===== config.mk =====
export PLATFORM = sky130hd
export DESIGN_NAME = sw_debounce_pulse_flat
export DESIGN_NICKNAME = d
export VERILOG_FILES = /design/src/rtl/sw_debounce_pulse_if.sv /design/src/rtl/sw_debounce_pulse.sv /design/src/flat_wrapper.sv
export SDC_FILE = /design/constraint.sdc
export NUM_CORES = 1
export LEC_CHECK = 0
export ABC_AREA = 1
export CAP_MARGIN = 20
export CELL_PAD_IN_SITES_DETAIL_PLACEMENT = 1
export CELL_PAD_IN_SITES_GLOBAL_PLACEMENT = 1
export CORE_ASPECT_RATIO = 2
export CORE_MARGIN = 1.5
export CORE_UTILIZATION = 40
export DETAILED_ROUTE_END_ITERATION = 12
export PLACE_DENSITY_LB_ADDON = 0.1
export SLEW_MARGIN = 0
export SYNTH_ARGS = -nofsm -noshare
export SYNTH_HDL_FRONTEND = slang
export SYNTH_SLANG_ARGS = --single-unit

===== constraint.sdc =====
create_clock -name CLK -period 1.9 [get_ports CLK]
set_input_delay 0.19 -clock CLK [delete_from_list [all_inputs] [get_ports CLK]]
set_output_delay 0.19 -clock CLK [all_outputs]
set_load 0.005 [all_outputs]

===== src/rtl/sw_debounce_pulse_if.sv =====
// Switch-conditioning bus: raw switch levels in, debounced levels and edge strobes out.
interface sw_debounce_pulse_if #(
    parameter int N = 5
) ();
    logic [N-1:0] SW;
    logic [N-1:0] DB;
    logic [N-1:0] RISE;
    logic [N-1:0] FALL;

    modport master (
        output SW,
        input  DB,
        input  RISE,
        input  FALL
    );

    modport slave (
        input  SW,
        output DB,
        output RISE,
        output FALL
    );
endinterface


===== src/rtl/sw_debounce_pulse.sv =====
// Per-channel switch debouncer: 2-flop synchronizer, stability counter and 4-state FSM
// producing a registered clean level plus one-cycle rise/fall strobes.
module sw_debounce_pulse #(
    parameter int N       = 5,
    parameter int CNT_MAX = 1000000,
    parameter int CNT_W   = $clog2(CNT_MAX)
) (
    input  logic               CLK,
    input  logic               RST_N,
    sw_debounce_pulse_if.slave bus
);

    localparam logic [1:0] STABLE_LO = 2'b00;
    localparam logic [1:0] WAIT_HI   = 2'b01;
    localparam logic [1:0] STABLE_HI = 2'b10;
    localparam logic [1:0] WAIT_LO   = 2'b11;

    localparam logic [CNT_W-1:0] CNT_LAST = CNT_W'(CNT_MAX - 1);
    localparam logic [CNT_W-1:0] CNT_ONE  = CNT_W'(1);

    logic [N-1:0]       s1_q;
    logic [N-1:0]       s2_q;
    logic [1:0]         state_q [N];
    logic [1:0]         state_d [N];
    logic [CNT_W-1:0]   cnt_q   [N];
    logic [CNT_W-1:0]   cnt_d   [N];
    logic [N-1:0]       db_q;
    logic [N-1:0]       db_d;
    logic [N-1:0]       rise_q;
    logic [N-1:0]       rise_d;
    logic [N-1:0]       fall_q;
    logic [N-1:0]       fall_d;

    // A sample equal to the current level restarts the count at 0; a differing one starts it at 1.
    always_comb begin
        state_d = state_q;
        cnt_d   = cnt_q;
        db_d    = db_q;
        rise_d  = '0;
        fall_d  = '0;
        for (int i = 0; i < N; i++) begin
            case (state_q[i])
                STABLE_LO: begin
                    if (s2_q[i]) begin
                        state_d[i] = WAIT_HI;
                        cnt_d[i]   = CNT_ONE;
                    end else begin
                        cnt_d[i]   = '0;
                    end
                end
                WAIT_HI: begin
                    if (!s2_q[i]) begin
                        state_d[i] = STABLE_LO;
                        cnt_d[i]   = '0;
                    end else if (cnt_q[i] == CNT_LAST) begin
                        state_d[i] = STABLE_HI;
                        cnt_d[i]   = '0;
                        db_d[i]    = 1'b1;
                        rise_d[i]  = 1'b1;
                    end else begin
                        cnt_d[i]   = cnt_q[i] + CNT_ONE;
                    end
                end
                STABLE_HI: begin
                    if (!s2_q[i]) begin
                        state_d[i] = WAIT_LO;
                        cnt_d[i]   = CNT_ONE;
                    end else begin
                        cnt_d[i]   = '0;
                    end
                end
                WAIT_LO: begin
                    if (s2_q[i]) begin
                        state_d[i] = STABLE_HI;
                        cnt_d[i]   = '0;
                    end else if (cnt_q[i] == CNT_LAST) begin
                        state_d[i] = STABLE_LO;
                        cnt_d[i]   = '0;
                        db_d[i]    = 1'b0;
                        fall_d[i]  = 1'b1;
                    end else begin
                        cnt_d[i]   = cnt_q[i] + CNT_ONE;
                    end
                end
                default: begin
                    state_d[i] = STABLE_LO;
                    cnt_d[i]   = '0;
                    db_d[i]    = 1'b0;
                end
            endcase
        end
    end

    always_ff @(posedge CLK or negedge RST_N) begin
        if (!RST_N) begin
            s1_q   <= '0;
            s2_q   <= '0;
            db_q   <= '0;
            rise_q <= '0;
            fall_q <= '0;
            for (int i = 0; i < N; i++) begin
                state_q[i] <= STABLE_LO;
                cnt_q[i]   <= '0;
            end
        end else begin
            s1_q    <= bus.SW;
            s2_q    <= s1_q;
            state_q <= state_d;
            cnt_q   <= cnt_d;
            db_q    <= db_d;
            rise_q  <= rise_d;
            fall_q  <= fall_d;
        end
    end

    assign bus.DB   = db_q;
    assign bus.RISE = rise_q;
    assign bus.FALL = fall_q;

endmodule


===== src/flat_wrapper.sv =====
// flat-port wrapper written by rule: the top's interface ports become plain ports
module sw_debounce_pulse_flat 
#(
    parameter int N       = 5,
    parameter int CNT_MAX = 1000000,
    parameter int CNT_W   = $clog2(CNT_MAX)
)
  (CLK, RST_N, bus_SW, bus_DB, bus_RISE, bus_FALL);
  sw_debounce_pulse_if #(.N(N)) bus_i ();
  input  logic CLK;
  input  logic RST_N;
  input wire logic [$bits(bus_i.SW)-1:0] bus_SW;
  output wire logic [$bits(bus_i.DB)-1:0] bus_DB;
  output wire logic [$bits(bus_i.RISE)-1:0] bus_RISE;
  output wire logic [$bits(bus_i.FALL)-1:0] bus_FALL;
  assign bus_i.SW = bus_SW;
  assign bus_DB = bus_i.DB;
  assign bus_RISE = bus_i.RISE;
  assign bus_FALL = bus_i.FALL;
  sw_debounce_pulse #(.N(N), .CNT_MAX(CNT_MAX), .CNT_W(CNT_W)) u_core (.CLK(CLK), .RST_N(RST_N), .bus(bus_i));
endmodule

==> results of run 1 <==
==> sequential cells by signal, indices dropped and copies added (netlist names), named ones only <==
register and cells:
u_core.bus.RISE 5, u_core.bus.DB 5, u_core.bus.FALL 5, u_core.state_q 5, u_core.s2_q 5, u_core.cnt_q 100
u_core.s1_q 5
==> path summary, 6_finish.rpt <==
| kind | endpoint | slack [ns] |
|---|---|---|
| max | u_core.cnt_q[16]$_DFF_PN0_ | 0.18 |
| min | u_core.s1_q[4]$_DFF_PN0_ | 0.20 |
| max reg2reg | u_core.cnt_q[16]$_DFF_PN0_ | 0.18 |
| min reg2reg | u_core.s2_q[0]$_DFF_PN0_ | 0.35 |
| max in group asynchronous | u_core.cnt_q[43]$_DFF_PN0_ | 0.97 |
| min in group asynchronous | u_core.cnt_q[32]$_DFF_PN0_ | 0.27 |
==> per-stage QoR <==
stage	hold slack, ns	worst slack, ns	cells	power (W)
after floorplan	-0.106	0.442	904	0.00311
after global routing	0.196	0.0482	1173	0.00643
final	0.200	0.180	1173	0.00621
after detailed placement	0.157	0.173	1140	0.00323
after CTS	0.189	0.147	1173	0.00630
after global placement	0.157	0.223	1140	0.00322
==> power by group through the flow <==
stage	combinational [W]	clock (W)	sequential, W
2_1_floorplan	0.000125	0	0.00299
3_3_place_gp	0.000228	0	0.00299
3_5_place_dp	0.000238	0	0.00300
4_1_cts	0.000242	0.00311	0.00294
5_1_grt	0.000265	0.00322	0.00295
6_report	0.000230	0.00304	0.00294
==> kinds of logic after synthesis <==
kind of cell | synth area share [%]
and+or+nand+nor | 35.4
AOI/OAI and AO/OA | 3.29
adders and majority gates | 0.879
buffers and inverters | 6.49
xor gates and xnor gates | 6.52
DFF | 47.5
==> timing repair <==
action	4_1_cts	5_1_grt
hold endpoints to repair	40	0
setup buffers	0	0
hold buffers	1	0
==> per-layer routing <==
metal / global-route usage, % / vias up
met2: 43.8 / 59
met4: 9.67 / 0
li1: - / 2912
met1: 20.6 / 2940
met5: 0 / -
met3: 2.87 / 30
==> critical path: cells and delay by family (launching register included) <==
kind,cells,cell delay (ns)
flip-flops,1,0.36
buffers and inverters,1,0.15
adder cells (fa/ha/maj),1,0.30
AND/OR/NAND/NOR,6,0.79
==> cells in the final DEF, fill, tap and decap left out, types with 2 or more instances in the layout <==
cell type	instances
xnor2_1	17
nor3_1	20
nor3_4	2
clkinv_2	3
nand3b_1	7
nor2_1	199
a21boi_0	2
inv_1	104
ha_1	5
clkdlybuf4s50_1	20
a31oi_1	3
nor2_4	11
nand3_1	48
nand2_1	213
nand3_2	6
nand2_2	9
nor3_2	2
dfrtp_1	135
clkinv_4	3
clkinvlp_4	6
xor2_1	36
nor2_2	11
buf_12	2
and2_1	2
buf_4	9
o21ai_0	16
clkbuf_16	17
nand4_1	18
inv_6	2
nor3b_1	3
a21oi_1	20
==> cell type report <==
cell class,instances,area [µm²],share of cell area [%]
clock inverter,14,104,1.27
sequential,135,3380,41.3
tap,210,263,3.21
multi-input combinational,659,3280,40.1
clock buffer,18,439,5.37
inverter,104,390,4.77
timing repair buffer,33,329,4.02
==> results.yml, run 1 <==
logic_synthesis:
  async_flop_share_pct: 100
  synth_common_cells: "nand2_1 (213), nor2_1 (199), dfrtp_1 (135)"
  syn_inst: 904
  synth_edf_count: 0
  syn_area_mm2: 0.00712
  synth_top_area_share_pct: 47.5
  yosys.area.top_type: "dfrtp_1"
  synth_seq_cells: 135
  syn_nets: 916
  yosysWarnings: 0
  ys_seq_area_share_pct: 47.5
  syn_area_per_cell_um2: 7.87
  synth_top_flop_cell: "dfrtp_1"
  synth.most_common_cell: "nand2_1"
  synth_cell_type_count: 34
  synth.top_cells.by_area: "dfrtp_1 (47%), nand2_1 (11%), nor2_1 (10%), inv_1 (5.5%), xor2_1 (4.4%)"
detailed_routing:
  avgViaCountPerCell: 5.06
  ant_nets: 0
  drt_pass1_iterations: 4
  drc: 0
  topRoutingLayerUsed: "met4"
  wire_per_inst_um: 15.6
  wl_met2_mm: 10.9
  wl_met3_um: 224
  routed_wl_mm: 18.3
  drtIter0Drc: 122
  vias: 5941
  m1WireLength_mm: 6.61
power_and_ir_drop:
  p_leak_nw: 3.49
  powerDensity_mw_per_mm2: 759
  p_int_w: 0.00468
  clkPwrFrac_pct: 48.9
  vdd.ir_drop.worst_uv: 425
  combPwrFrac_pct: 3.7
  switching_share_pct: 24.6
  switching_power_w: 0.00153
  pwr-share-seq_pct: 47.4
clocking:
  root_buffer: "clkbuf_16"
  clock-sinks: 135
  clockBufferDepth: 2
  cts_resized: 0
  cts_max_level: 4
  cts.clk_slew.worst_paths_ns: 0.06
  cts_tree: "built"
  numCtsBuffers: 17
  clock_latency_ns: 0.42
timing:
  min_period_ns: 1.72
  fin_worst_skew_ns: 0.0107
  fin_crit_sh_pct: 90.5
  slew_headroom_pct: 69.3
  fin_tns_setup_ns: 0
  tightest_slew_ns: 0.460
  hold_viol: 0
  fmax_mhz: 581
  setup_viol: 0
  rsz0062_at_grt: "false"
  drv_slew: 0
finish:
  fin_area_mm2: 0.00818
  area_growth_pct: 14.9
  drive_gt1_share_pct: 9.35
  diodes: 0
  fill_cells: 2162
  final_util_pct: 47.1
  fin_nets: 962
min_path:
  hold_start: "bus_SW[4]"
  min_path_type: "in2reg"
  holdPathStages: 1
global_routing:
  grt_pass1_vias: 6713
  grt_usage_pct: 21.4
  grt_antenna_before_repair: 0
  grt_max_degree: 44
  grt.overflow.total: 0
  grt_pass1_wl_mm: 31.7
setup_path:
  crit_type: "reg2reg"
  crit_path_max_fanout: 10
  crit_slowest_cell: "dfrtp_1"
  crit_start: "u_core.cnt_q[1]$_DFF_PN0_"
  end_kind: "flip-flop"
  reg2reg_from: "u_core.cnt_q[1]$_DFF_PN0_"
  reg2regPathDepth: 8
  startpoint_type: "flip-flop"
  cp_data_arrival_time_ns: 2.02
  cp_cell_sequence: "ha_1, nand3_2, nor2_4, nand3_1, nand2_2, inv_1, nand2_1, nor2_1"
  critPathMaxStageDelay_ns: 0.36
  critPathRequiredTime_ns: 2.20
floorplan:
  ios: 22
  dieArea_mm2: 0.0186
  core_area_mm2: 0.0174
  rows: 68
  start_util_pct: 41.0
  die_w_um: 97.3
  die_h_um: 192
run_status:
  status: "complete, no violations"
place:
  io_buffers: 21
  gp_congestion: 0.821
  dpl.hpwl_mm: 14.0
  place_area_mm2: 0.00763
job:
  drv_cap: 0
Power figures use the tool's default switching activity.
==> inputs of run 2 (changes only) <==
--- a/config.mk
+++ b/config.mk
@@ -10,8 +10,9 @@
 export CELL_PAD_IN_SITES_DETAIL_PLACEMENT = 1
 export CELL_PAD_IN_SITES_GLOBAL_PLACEMENT = 1
 export CORE_ASPECT_RATIO = 2
-export CORE_MARGIN = 1.5
+export CORE_MARGIN = 4
 export CORE_UTILIZATION = 40
+export CTS_CLUSTER_SIZE = 24
 export DETAILED_ROUTE_END_ITERATION = 12
 export PLACE_DENSITY_LB_ADDON = 0.1
 export SLEW_MARGIN = 0
==> results.yml, run 2 (same netlist as run 1, synthesis figures left out) <==
run_status:
  status: "complete, no violations"
finish:
  layout_common_cells: "nand2_1 (213), nor2_1 (199), dfrtp_1 (135), inv_1 (104), nand3_1 (48)"
  final_util_pct: 47.2
  drive_gt1_share_pct: 8.97
  fin_area_mm2: 0.00820
  largest_reg_flops: 100
  layout_commonest_cell: "nand2_1"
  diodes: 0
  fin_nets: 958
  top_register: "u_core.cnt_q"
  area_growth_pct: 15.2
floorplan:
  rows: 68
  start_util_pct: 41.0
  core_area_mm2: 0.0174
  die_h_um: 197
  dieArea_mm2: 0.0201
  ios: 22
  die_w_um: 102
timing:
  rsz0062_at_grt: "false"
  slew_headroom_pct: 67.7
  tightest_slew_ns: 0.485
  fin_tns_setup_ns: 0
  setup_viol: 0
  fin_crit_sh_pct: 88.7
  hold_viol: 0
  fmax_mhz: 593
  fin_worst_skew_ns: 0.00827
  drv_slew: 0
  min_period_ns: 1.69
  layout_setup_ws_ns: 0.214
clocking:
  clockBufferDepth: 2
  cts_resized: 0
  postCtsSetupBuffers: 0
  postCtsHoldBufs: 1
  clock-sinks: 135
  cts_tree: "built"
  root_buffer: "clkbuf_16"
  cts.clk_slew.worst_paths_ns: 0.06
  numCtsBuffers: 17
  clock_latency_ns: 0.43
  cts_max_level: 4
setup_path:
  critPathMaxStageDelay_ns: 0.35
  cp_cell_sequence: "ha_1, nand3_2, nor2_4, nand3_1, nand2_2, buf_4, nor2_1"
  crit_slowest_cell: "dfrtp_1"
  critPathRequiredTime_ns: 2.20
  reg2regPathDepth: 7
  end_kind: "flip-flop"
  startpoint_type: "flip-flop"
  cp_data_arrival_time_ns: 1.99
  crit_family: "simple AND/OR/NAND/NOR gates"
  crit_path_max_fanout: 13
  critPathBufInv: 1
  crit_cells: 7
  crit_type: "reg2reg"
place:
  dpl.hpwl_mm: 14.1
  gp_congestion: 0.851
  io_buffers: 21
  place_area_mm2: 0.00760
  pre_cts_slack_ns: 0.203
detailed_routing:
  drc: 0
  routed_wl_mm: 18.6
  ant_nets: 0
  vias: 5936
  avgViaCountPerCell: 5.08
  drt_pass1_iterations: 4
  drtIter0Drc: 192
  wire_per_inst_um: 15.9
global_routing:
  grt_max_degree: 50
  grt_usage_pct: 20.2
  grt.overflow.total: 0
  grt_pass1_wl_mm: 32.1
  grt_pass1_vias: 6762
  grt_antenna_before_repair: 0
min_path:
  min_path_type: "in2reg"
  holdPathStages: 1
power_and_ir_drop:
  p_total_w: 0.00647
  p_int_w: 0.00495
  switching_share_pct: 23.5
  pwr-share-seq_pct: 45.5
  vdd.ir_drop.worst_uv: 622
  combPwrFrac_pct: 3.5
  p_leak_nw: 3.50
  powerDensity_mw_per_mm2: 790
  clkPwrFrac_pct: 51.0
  switching_power_w: 0.00152
job:
  drv_cap: 0
==> run 2: changes by cell type in the layout (fill, tap and decap cells not counted), sizes merged <==
cell and change:
clkinvlp -3, buf -4, bufinv +2, inv +1
==> run 2: final cells by class <==
cell class	instances	area, µm²
fillers	2151	9160
clock inverters	14	150
clock buffers	18	439
inverters	104	390
flip-flops and latches	135	3380
well taps	210	263
multi-input cells	659	3280
repair buffers	29	299
==> run 2: layer usage <==
metal  track usage (%)  vias to the layer above  part of all wire [%]
li1                  -                     2902                     -
met1              20.0                     2946                    36
met2              40.0                       56                    60
met3              3.37                       32                   1.9
met4              7.93                        0                   2.3
met5                 0                        -                     0
==> run 2: per-stage QoR <==
| stage | instances | hold slack, ns |
|---|---|---|
| 2_1_floorplan | 904 | -0.106 |
| 3_3_place_gp | 1136 | 0.169 |
| 3_5_place_dp | 1136 | 0.166 |
| 4_1_cts | 1169 | 0.183 |
| 5_1_grt | 1169 | 0.196 |
| 6_report | 1169 | 0.199 |
==> run 2: final timing paths <==
path                                           start                         end  slack [ns]
max                        u_core.cnt_q[0]$_DFF_PN0_  u_core.cnt_q[11]$_DFF_PN0_        0.21
min                                        bus_SW[3]    u_core.s1_q[3]$_DFF_PN0_        0.20
max reg2reg                u_core.cnt_q[0]$_DFF_PN0_  u_core.cnt_q[11]$_DFF_PN0_        0.21
min reg2reg                 u_core.s1_q[4]$_DFF_PN0_    u_core.s2_q[4]$_DFF_PN0_        0.35
max in group asynchronous                      RST_N    u_core.s1_q[2]$_DFF_PN0_        1.00
min in group asynchronous                      RST_N  u_core.cnt_q[36]$_DFF_PN0_        0.28
==> run 2: power groups by stage <==
stage / clock network [W] / registers [W] / logic, W
floorplan: 0 / 0.00299 / 0.000125
global placement: 0 / 0.00299 / 0.000226
detailed placement: 0 / 0.00300 / 0.000236
CTS: 0.00340 / 0.00294 / 0.000239
global route: 0.00355 / 0.00294 / 0.000265
finish: 0.00330 / 0.00294 / 0.000229
==> inputs of run 3 (changes only) <==
--- a/config.mk
+++ b/config.mk
@@ -14,8 +14,9 @@
 export CORE_UTILIZATION = 40
 export CTS_CLUSTER_SIZE = 24
 export DETAILED_ROUTE_END_ITERATION = 12
+export MAX_ROUTING_LAYER = met4
 export PLACE_DENSITY_LB_ADDON = 0.1
-export SLEW_MARGIN = 0
+export SLEW_MARGIN = 20
 export SYNTH_ARGS = -nofsm -noshare
 export SYNTH_HDL_FRONTEND = slang
 export SYNTH_SLANG_ARGS = --single-unit
==> results.yml, run 3 (same netlist as run 1, synthesis figures left out) <==
timing:
  min_period_ns: 1.69
  hold_viol: 0
  fin_crit_sh_pct: 88.9
  rsz0062_at_grt: "false"
  setup_viol: 0
  layout_setup_ws_ns: 0.211
  tightest_slew_ns: 0.484
  slew_headroom_pct: 67.7
  fin_worst_skew_ns: 0.00930
  drv_slew: 0
  fin_tns_setup_ns: 0
  fmax_mhz: 592
detailed_routing:
  avgViaCountPerCell: 5.07
  ant_nets: 0
  wl_met2_mm: 11.1
  wire_per_inst_um: 15.9
  vias: 5921
  wl_met3_um: 335
  drt_pass1_iterations: 4
  routed_wl_mm: 18.6
  drtIter0Drc: 187
  drc: 0
  topRoutingLayerUsed: "met4"
  m1WireLength_mm: 6.69
place:
  place_area_mm2: 0.00760
  pre_cts_slack_ns: 0.203
  dpl.hpwl_mm: 14.1
  gp_congestion: 0.864
  io_buffers: 21
setup_path:
  crit_path_max_fanout: 13
  crit_type: "reg2reg"
  cp_cell_sequence: "ha_1, nand3_2, nor2_4, nand3_1, nand2_2, buf_4, nor2_1"
  critPathRequiredTime_ns: 2.20
  startpoint_type: "flip-flop"
  critPathMaxStageDelay_ns: 0.35
  crit_slowest_cell: "dfrtp_1"
  cp_data_arrival_time_ns: 1.99
  end_kind: "flip-flop"
power_and_ir_drop:
  p_leak_nw: 3.50
  p_int_w: 0.00495
  combPwrFrac_pct: 3.5
  powerDensity_mw_per_mm2: 791
  vdd.ir_drop.worst_uv: 618
  switching_share_pct: 23.7
  pwr-share-seq_pct: 45.4
  switching_power_w: 0.00153
  p_total_w: 0.00648
  clkPwrFrac_pct: 51.1
finish:
  diodes: 0
  fin_area_mm2: 0.00820
  layout_common_cells: "nand2_1 (213), nor2_1 (199), dfrtp_1 (135), inv_1 (104), nand3_1 (48)"
  layout_commonest_cell: "nand2_1"
  fin_nets: 958
  largest_reg_flops: 100
  top_register: "u_core.cnt_q"
  drive_gt1_share_pct: 8.97
  area_growth_pct: 15.2
global_routing:
  grt_usage_pct: 20.8
  grt_pass1_vias: 6758
  grt_antenna_before_repair: 0
  grt_max_degree: 50
  grt.overflow.total: 0
  grt_pass1_wl_mm: 32.1
clocking:
  cts_tree: "built"
  clock-sinks: 135
  clock_latency_ns: 0.43
  root_buffer: "clkbuf_16"
  cts.clk_slew.worst_paths_ns: 0.06
  numCtsBuffers: 17
  cts_max_level: 4
  cts_resized: 0
  clockBufferDepth: 2
min_path:
  min_path_type: "in2reg"
job:
  drv_cap: 0
run_status:
  status: "complete, no violations"
floorplan:
  die_h_um: 197
  core_area_mm2: 0.0174
  die_w_um: 102
  dieArea_mm2: 0.0201
  rows: 68
  start_util_pct: 41.0
  ios: 22
==> run 3: what timing repair did <==
item,4_1_cts,5_1_grt
endpoints found under the setup margin,0,0
setup buffers,0,0
hold buffers,1,0
hold endpoints to repair,42,0
==> run 3: worst max-delay path, delay by kind of cell (launching register included) <==
family                     cells  cell delay (ns)
buffers and inverters          1             0.21
adders and majority gates      1             0.30
and+or+nand+nor                5             0.70
DFF                            1             0.35
==> run 3: stage by stage <==
stage          util [%]  instances  hold WS [ns]
2_1_floorplan         -        904        -0.106
3_3_place_gp       43.8       1136         0.169
3_5_place_dp       43.8       1136         0.166
4_1_cts            47.2       1169         0.183
5_1_grt            47.2       1169         0.196
6_report           47.2       1169         0.200
==> run 3: area by class of cell <==
class	count	area [µm²]
sequential	135	3380
multi-input combinational	659	3280
clock inverter	14	150
fill	2151	9160
inverter	104	390
tap	210	263
timing repair buffer	29	299
clock buffer	18	439
==> run 3: path summary, 6_finish.rpt <==
kind	slack (ns)	depth (start not counted)	from	end
min in group asynchronous	0.28	2	RST_N	u_core.cnt_q[36]$_DFF_PN0_
max in group asynchronous	0.99	3	RST_N	u_core.cnt_q[96]$_DFF_PN0_
hold reg to reg	0.35	0	u_core.s1_q[4]$_DFF_PN0_	u_core.s2_q[4]$_DFF_PN0_
setup reg to reg	0.21	7	u_core.cnt_q[0]$_DFF_PN0_	u_core.cnt_q[11]$_DFF_PN0_
setup / recovery	0.21	7	u_core.cnt_q[0]$_DFF_PN0_	u_core.cnt_q[11]$_DFF_PN0_
hold / removal	0.20	1	bus_SW[3]	u_core.s1_q[3]$_DFF_PN0_
==> run 3: power groups by stage <==
| stage | registers, W | clock network, W | logic (W) |
|---|---|---|---|
| 5_1_grt | 0.00294 | 0.00355 | 0.000265 |
| 6_report | 0.00294 | 0.00331 | 0.000229 |
| 2_1_floorplan | 0.00299 | 0 | 0.000125 |
| 4_1_cts | 0.00294 | 0.00340 | 0.000239 |
| 3_5_place_dp | 0.00300 | 0 | 0.000236 |
| 3_3_place_gp | 0.00299 | 0 | 0.000226 |
==> run 3: layer usage <==
metal,vias up,GRT usage (%)
met2,62,40.0
met1,2928,19.9
met5,-,-
li1,2903,-
met3,28,3.47
met4,0,7.79
